File: config.mk
export PLATFORM = sky130hd
export DESIGN_NAME = lagd_l1_j_reader
export DESIGN_NICKNAME = d
export VERILOG_FILES = /design/src/rtl/lagd_l1_j_reader.sv
export SDC_FILE = /design/constraint.sdc
export NUM_CORES = 1
export LEC_CHECK = 0
export ABC_AREA = 1
export CAP_MARGIN = 30
export CORE_MARGIN = 2
export CORE_UTILIZATION = 30
export CTS_CLUSTER_DIAMETER = 120
export DETAILED_ROUTE_END_ITERATION = 16
export PLACE_DENSITY = 0.57
export SETUP_SLACK_MARGIN = 0.3
export SLEW_MARGIN = 10
export SYNTH_ARGS = -nofsm -noshare
export SYNTH_HDL_FRONTEND = slang
export SYNTH_SLANG_ARGS = --single-unit
export TNS_END_PERCENT = 50
File: constraint.sdc
create_clock -name clk_i -period 15.6 [get_ports clk_i]
set_clock_uncertainty 0.15 [all_clocks]
set_input_delay 2.34 -clock clk_i [delete_from_list [all_inputs] [get_ports clk_i]]
set_output_delay 2.34 -clock clk_i [all_outputs]
set_load 0.005 [all_outputs]
File: src/rtl/lagd_l1_j_reader.sv
// Streams num_words wide words from the memory direct port into a small registered FIFO
// feeding the Ising core; request credits keep outstanding reads plus buffered words within FifoDepth.
//
// state | meaning
// IDLE  | waiting for start_i; a zero-length start only pulses done_o
// FETCH | issuing read requests while credits allow
// DRAIN | all requests issued; waiting for the last_o beat to be accepted
module lagd_l1_j_reader #(
  parameter int unsigned AddrWidth = 64,
  parameter int unsigned DataWidth = 256,
  parameter int unsigned CntWidth  = 16,
  parameter int unsigned FifoDepth = 4
) (
  input  logic                 clk_i,
  input  logic                 rst_i,
  input  logic                 start_i,
  input  logic [AddrWidth-1:0] base_addr_i,
  input  logic [CntWidth-1:0]  num_words_i,
  output logic                 busy_o,
  output logic                 done_o,
  output logic                 mem_req_o,
  input  logic                 mem_gnt_i,
  output logic [AddrWidth-1:0] mem_addr_o,
  output logic                 mem_we_o,
  input  logic                 mem_rvalid_i,
  input  logic [DataWidth-1:0] mem_rdata_i,
  output logic [DataWidth-1:0] data_o,
  output logic                 last_o,
  output logic                 valid_o,
  input  logic                 ready_i
);

  localparam int unsigned PtrW = (FifoDepth > 1) ? $clog2(FifoDepth) : 1;
  localparam int unsigned OccW = $clog2(FifoDepth + 1);
  localparam logic [AddrWidth-1:0] AddrStep = AddrWidth'(DataWidth / 8);
  localparam logic [PtrW-1:0]      PtrMax   = PtrW'(FifoDepth - 1);
  localparam logic [OccW-1:0]      OccFull  = OccW'(FifoDepth);

  typedef enum logic [1:0] {IDLE, FETCH, DRAIN} state_e;

  state_e               state_q;
  logic [AddrWidth-1:0] addr_q;
  logic [CntWidth-1:0]  num_q, issued_q, received_q;
  logic [OccW-1:0]      outstanding_q, count_q;
  logic [PtrW-1:0]      wptr_q, rptr_q;
  logic                 done_q;

  logic [DataWidth-1:0] fifo_data_q [FifoDepth];
  logic                 fifo_last_q [FifoDepth];

  logic          handshake, push, pop;
  logic [OccW:0] credit_used;
  logic [PtrW-1:0] wptr_d, rptr_d;

  assign credit_used = {1'b0, outstanding_q} + {1'b0, count_q};
  // Credit sum only grows on a handshake, so a raised request cannot drop before its grant.
  assign mem_req_o   = (state_q == FETCH) && (issued_q < num_q)
                       && (credit_used < {1'b0, OccFull});
  assign handshake   = mem_req_o && mem_gnt_i;
  // Late responses after a mid-transfer reset find no outstanding credit and are dropped.
  assign push        = mem_rvalid_i && (state_q != IDLE) && (outstanding_q != '0);
  assign pop         = valid_o && ready_i;
  assign wptr_d      = (wptr_q == PtrMax) ? '0 : wptr_q + PtrW'(1);
  assign rptr_d      = (rptr_q == PtrMax) ? '0 : rptr_q + PtrW'(1);

  assign mem_addr_o = addr_q;
  assign mem_we_o   = 1'b0;
  assign busy_o     = (state_q != IDLE);
  assign done_o     = done_q;
  assign valid_o    = (count_q != '0);
  assign data_o     = fifo_data_q[rptr_q];
  assign last_o     = valid_o && fifo_last_q[rptr_q];

  always_ff @(posedge clk_i) begin
    if (rst_i) begin
      state_q       <= IDLE;
      addr_q        <= '0;
      num_q         <= '0;
      issued_q      <= '0;
      received_q    <= '0;
      outstanding_q <= '0;
      count_q       <= '0;
      wptr_q        <= '0;
      rptr_q        <= '0;
      done_q        <= 1'b0;
    end else begin
      done_q <= 1'b0;
      case (state_q)
        IDLE: begin
          if (start_i) begin
            if (num_words_i != '0) begin
              addr_q     <= base_addr_i;
              num_q      <= num_words_i;
              issued_q   <= '0;
              received_q <= '0;
              state_q    <= FETCH;
            end else begin
              done_q <= 1'b1;
            end
          end
        end
        FETCH: begin
          if (handshake) begin
            addr_q   <= addr_q + AddrStep;
            issued_q <= issued_q + CntWidth'(1);
            if (issued_q + CntWidth'(1) == num_q) state_q <= DRAIN;
          end
        end
        DRAIN: begin
          if (pop && last_o) begin
            state_q <= IDLE;
            done_q  <= 1'b1;
          end
        end
        default: state_q <= IDLE;
      endcase

      if (handshake && !push)      outstanding_q <= outstanding_q + OccW'(1);
      else if (!handshake && push) outstanding_q <= outstanding_q - OccW'(1);

      if (push && !pop)      count_q <= count_q + OccW'(1);
      else if (pop && !push) count_q <= count_q - OccW'(1);

      if (push) begin
        wptr_q     <= wptr_d;
        received_q <= received_q + CntWidth'(1);
      end
      if (pop) rptr_q <= rptr_d;
    end
  end

  always_ff @(posedge clk_i) begin
    if (push) begin
      fifo_data_q[wptr_q] <= mem_rdata_i;
      fifo_last_q[wptr_q] <= (received_q == num_q - CntWidth'(1));
    end
  end

  // A response with no credit behind it, or into a full FIFO with no pop, means a broken memory port.
  assert property (@(posedge clk_i) disable iff (rst_i)
    mem_rvalid_i |-> ((outstanding_q != '0) && !((count_q == OccFull) && !pop)));

endmodule

==> results.md, run 1 <==
* Run status: complete, no violations
* Root Buffer: clkbuf_16
* CP max FO at 95
* Crit end category: output port
* Crit-path leading delay family: buffers and inverters
* Overall global routing resource usage at 17.3%
* CP dominant cell by count: buf_4
* Leak at 0.0198 µW
* Most common cell after layout, fill and taps aside: edfxtp_1
* Htree depth at 4
* CTS tree: built
* Post-Synthesis Cells at ~4000
* Final min period at 8.26 ns
* Clock Path Buffers at 3
* Share of the core filled with cells at 38.8%
* Antenna-violating nets left at 0
* Worst Setup EP: data_o[181]
* Share of post-route cells with drive strength above 1 at ~5.9%
* Core Footprint at 154000 µm²
* MaxCap Viol Count at 0
* Core Rows at approximately 140
* FF-to-FF End: fifo_data_q[3][78]
* Pwr dens at 155 nW/µm²
* Worst Tran Pin Value at 1.37 ns
* Largest net degree at the start of global routing at 189
* Post-CTS setup buffers at 0
* Cell Chain, Critical Path: buf_4 > buf_4 > buf_16 > buf_4 > buf_4 > o21ai_0 > o22ai_1 > clkdlybuf4s50_1
* TNS Setup at 0 ns
* Port bufs at 666
* Net Sw Power at 2890 µW
* Synth async-reset ratio at 0%
* Synth unique cells at 47
* Sequential cell fraction of total power at roughly two fifths
* Cts hold-fix bufs at 0
* Clock share of power at 32.1%
* Pint at 6380 µW
* Vias in the first global route at 31800
* Reg2Reg Depth at 8
* Worst r2r src: state_q[1]
* Comb power frac at 28.4%
* WL per Instance at 21.0 µm
* Fin. Hold Viols at 0
* Stages on the worst setup path at 8
* Initial Util at 30.3%
* Synth warn at 0
* Die W at 399 µm
* Boundary Pins at 668
* Number of synthesized flops with an enable pin at slightly above 1000
* Crit path DAT at 5.77 ns
* Syn_area_per_cell at roughly 12 µm²
* FMAX at 121 MHz
* Critical path startpoint category: register
* TritonCTS buffer count at 130
* Layout area overhead at 28.1%
* Layout Nets at approximately 5000
* Synth Flop Type: edfxtp_1
* Total wire length at 142 mm
* Commonest non-fill, non-tap cells in the layout: 1028 x edfxtp_1, 774 x nor2_1, 665 x clkdlybuf4s50_1
* Worst EP required at 13.11 ns
* Die area at 159000 µm²
* R2r setup slk at 11.02 ns
* Initial antenna violation count at 48
* Post-Synthesis Cell Area at ~47000 µm²
* Vias at 33000
* Net Count, Synth at around 4400
* Total chip power at between 9000 and 10000 µW
* Die H at 399 µm
* Max-slew violations at 0
* Clock Latency Late Sink at roughly 0.76 ns
* GRT overflow at 0
* Residual DRC count at 0
* RSZ-0062 raised after global routing: false
* FF+latch count, synth at 1155
* Post-CTS resize count at 0
* Worst hold path class: reg2reg
* DP HPWL at 91.1 mm
* Worst path buffer plus inverter count at 6
* Net Sw Frac at ~31%
* Clock-pin transition on the worst setup and hold timing paths at approximately 0.06 ns
* First-pass GRT wire length at roughly 210 mm
* Slew headroom at 8.63%
* Via/cell ratio at between 4 and 5
* Peak VDD IR at around 0.12 mV
* Crit path max-delay cell type: buf_4
* CTS Sinks at between 1000 and 1500
* Final period utilization at 53.0%
* DR iter-0 viols at approximately 2200
* Setup violators final at 0
* Seq/Total Area, Yosys at 71.5%
* Critical Path Max Stage Delay at 0.83 ns
* Placer Congestion at 0.925
* Crit Path Category: reg2out
* Initial DRT Pass Iterations at 5
-- synth_stat cells (2+ instances only) --
master	number	area, µm²
nor2_1	778	2920
clkbuf_1	199	747
nand3b_1	6	45.0
o21ai_1	6	30.0
nand4_1	28	175
nor3_1	32	160
xnor3_1	2	45.0
nor2_2	10	62.6
ha_1	29	363
a221oi_1	3	26.3
a21oi_1	70	350
or2_2	9	56.3
nor3_2	6	60.1
inv_1	129	484
o21ai_0	629	3150
o22ai_1	256	1600
xnor2_1	22	193
edfxtp_1	1028	30900
xor2_1	41	359
buf_1	4	15.0
o21bai_1	2	15.0
nand3_1	105	526
dfxtp_1	127	2540
buf_4	2	15.0
nand2_2	3	18.8
buf_2	17	85.1
nor2_4	2	22.5
inv_2	5	18.8
a211oi_1	5	37.5
nand2_1	406	1520
nor4_1	3	18.8
fa_1	2	40.0
-- power by group through the flow --
stage	Sequential (µW)	Combinational (µW)	Clock [µW]
floorplan	3720	1140	0
global placement	3720	2620	0
detailed placement	3730	2630	0
CTS	3660	2650	3050
global route	3680	2870	3160
finish	3660	2630	2980
-- metrics by stage --
stage          hold WS [ns]  setup slack, ns  cell area, µm²  std cells
2_1_floorplan         0.306             1.24           46700       3981
3_3_place_gp          0.329             8.01           55500       6507
3_5_place_dp          0.340             7.92           55500       6508
4_1_cts               0.349             7.10           59700       6743
5_1_grt               0.373             6.97           59800       6750
6_report              0.345             7.34           59900       6756
-- flip-flops by register name, summed over array words and instances, names as in the netlist, named ones only --
name	cells
state_q	2
fifo_data_q	1024
fifo_last_q	4
wptr_q	2
done_o	1
received_q	16
mem_addr_o	64
count_q	3
issued_q	16
rptr_q	2
outstanding_q	3
num_q	16
-- layer usage --
layer | part of all wire, % | global-route usage (%) | vias to the layer above | wire (µm)
met4 | 2.6 | 5.32 | 62 | 3710
li1 | - | - | 15600 | -
met3 | 9.7 | 6.78 | 263 | 13700
met1 | 40 | 21.2 | 16000 | 57200
met5 | 0.29 | 0 | - | 413
met2 | 47 | 27.9 | 1078 | 66600
-- cell families after synthesis --
group                      Yosys count  share of synthesized area (%)
AOI/OAI and AO/OA                  980                           11.3
xor gates and xnor gates            65                           1.28
adders and majority gates           31                          0.863
buffers and inverters              357                           2.93
DFF                               1155                           71.5
other                                1                        0.00803
and+or+nand+nor                   1392                           12.1
-- final cells by class --
type / count / area (µm²)
fillers: 14700 / 94600
inverters: 135 / 522
well taps: 2044 / 2560
clock buffers: 162 / 3410
diodes: 10 / 25.0
multi-input cells: 2469 / 12000
flip-flops and latches: 1155 / 33400
repair buffers: 708 / 7120
clock inverters: 73 / 818
-- worst reg2reg max path: cells and delay by family, from the launching register on --
kind,cells,cell delay [ns]
DFF,1,0.43
and+or+nand+nor,2,0.68
AOI/OAI and AO/OA,1,0.14
buffers and inverters,5,2.74
-- worst min path at each step --
| stage | startpoint | to | slack (ns) | cells after the start |
|---|---|---|---|---|
| 2_1_floorplan | outstanding_q[2] | outstanding_q[2] | 0.31 | 2 |
| 3_3_place_gp | issued_q[0] | issued_q[0] | 0.33 | 1 |
| 3_5_place_dp | issued_q[15] | issued_q[15] | 0.34 | 2 |
| 4_1_cts | issued_q[15] | issued_q[15] | 0.35 | 2 |
| 5_1_grt | state_q[0] | done_o | 0.37 | 1 |
| 6_report | issued_q[0] | issued_q[0] | 0.35 | 1 |
No activity file was read; power rests on OpenSTA's default activity.
==> run 2, diff against run 1 <==
--- a/config.mk
+++ b/config.mk
@@ -11,7 +11,7 @@
 export CORE_UTILIZATION = 30
 export CTS_CLUSTER_DIAMETER = 120
 export DETAILED_ROUTE_END_ITERATION = 16
-export PLACE_DENSITY = 0.57
+export PLACE_DENSITY = 0.59
 export SETUP_SLACK_MARGIN = 0.3
 export SLEW_MARGIN = 10
 export SYNTH_ARGS = -nofsm -noshare
==> constraint.sdc (replaced) <==
create_clock -name clk_i -period 7.3 [get_ports clk_i]
set_clock_uncertainty 0.15 [all_clocks]
set_input_delay 1.095 -clock clk_i [delete_from_list [all_inputs] [get_ports clk_i]]
set_output_delay 1.095 -clock clk_i [all_outputs]
set_load 0.005 [all_outputs]
==> results.md, run 2 (synthesized netlist as in run 1, its figures left out) <==
* Clock-pin transition on the worst setup and hold timing paths at approximately 0.060 ns
* Commonest non-fill, non-tap cells in the layout: 1028 x edfxtp_1, 774 x nor2_1, 666 x clkdlybuf4s50_1
* TNS Setup at 0 ns
* Cts hold-fix bufs at 0
* Residual DRC count at 0
* RSZ-0062 raised after global routing: false
* Post-route cell area at 59800 µm²
* Final min period at ~5.5 ns
* Post-CTS resize count at 0
* Worst EP required at between 6 and 7 ns
* Crit Path Category: reg2out
* Initial Util at 30.3%
* Vias at 32900
* Crit path DAT at 4.28 ns
* Initial DRT Pass Iterations at 5
* Clock Path Buffers at 3
* Root Buffer: clkbuf_16
* Largest net degree at the start of global routing at 190
* Layout Nets at 4975
* Port bufs at 666
* CTS Sinks at 1155
* Die H at 399 µm
* Final period utilization at between 70% and 80%
* Overall global routing resource usage at 17.1%
* Worst Tran Pin Value at 1.15 ns
* Max-slew violations at 0
* Pre-CTS setup slack at around 2.7 ns
* Final worst slack at 1.77 ns
* MaxCap Viol Count at 0
* Via/cell ratio at 4.88
* Share of post-route cells with drive strength above 1 at 5.83%
* Fin. Hold Viols at 0
* Initial antenna violation count at 39
* Setup violators final at 0
* FMAX at 181 MHz
* CTS tree: built
* Layout area overhead at 28.0%
* Slew headroom at around 23%
* Leak at 0.0198 µW
* CP max FO at 189
* Peak VDD IR at 0.270 mV
* Pwr dens at approximately 330 nW/µm²
* DP HPWL at about 90 mm
* GRT overflow at 0
* DP Area at between 50000 and 60000 µm²
* Boundary Pins at 668
* Critical path startpoint category: register
* Most flop-heavy register: fifo_data_q
* Final Non-Filler Cells at 6753
* Max reg flops at approximately 1000
* DR iter-0 viols at 2373
* Htree depth at 4
* TritonCTS buffer count at 130
* Total wire length at about 140 mm
* Post-CTS setup buffers at 0
* First-pass GRT wire length at 206 mm
* Run status: complete, no violations
* Placed cells at 6512
* Antenna-violating nets left at 0
* Vias in the first global route at 32300
* WL per Instance at 20.7 µm
* Die W at 399 µm
* Placer Congestion at 0.924
* Worst hold path class: reg2reg
* Most common cell after layout, fill and taps aside: edfxtp_1
* Share of the core filled with cells at 38.7%
* Die area at 159000 µm²
* Clock Latency Late Sink at 0.76 ns
* Core Rows at 144
* Core Footprint at approximately 150000 µm²
* Crit end category: output port
[run 2: cell types whose count changed in the layout (fill, tap and decap cells not counted), sizes merged]
cell | previous run | this run
buf | 43 | 45
bufinv | 6 | 7
clkbuf | 162 | 165
clkdlybuf4s50 | 665 | 666
clkinv | 58 | 46
clkinvlp | 4 | 5
diode | 10 | 9
inv | 140 | 142
[run 2: critical path, stage by stage, from the launching register on]
cell             delay, ns
dfxtp_4               0.75
buf_12                0.49
buf_4                 0.76
o21ai_0               0.20
o22ai_1               0.26
clkdlybuf4s50_1       0.64
[run 2: where the power goes]
| group | switching, µW | internal, µW | total, µW |
|---|---|---|---|
| combinational | 3160 | 2440 | 5600 |
| sequential | 250 | 7560 | 7810 |
| clock | 2700 | 3620 | 6320 |
| total | 6110 | 13600 | 19700 |
[run 2: path summary, 6_finish.rpt]
kind | start | to | slack, ns | cells after the start
min | received_q[13] | received_q[13] | 0.34 | 2
min reg2reg | received_q[13] | received_q[13] | 0.34 | 2
max | register | data_o[161] | 1.77 | 5
max reg2reg | num_q[9] | outstanding_q[2] | 3.79 | 18
[run 2: layout make-up]
class / count / area, µm²
Antenna cell: 9 / 22.5
Sequential cell: 1155 / 33400
Multi-Input combinational cell: 2469 / 12000
Clock inverter: 65 / 688
Fill cell: 14700 / 94600
Timing Repair Buffer: 711 / 7150
Inverter: 135 / 522
Tap cell: 2044 / 2560
Clock buffer: 165 / 3440
[run 2: routing by layer]
metal | up-vias | share of wire, % | GRT usage, %
li1 | 15600 | - | -
met1 | 16000 | 40 | 20.6
met2 | 1084 | 47 | 27.5
met3 | 254 | 10 | 7.29
met4 | 52 | 3.1 | 5.82
met5 | - | 0.26 | 0
[run 2: stage by stage]
stage	hold WS (ns)	total power (µW)
finish	0.343	19700
detailed placement	0.338	13600
CTS	0.347	20000
global route	0.365	20700
floorplan	0.306	10400
global placement	0.334	13500
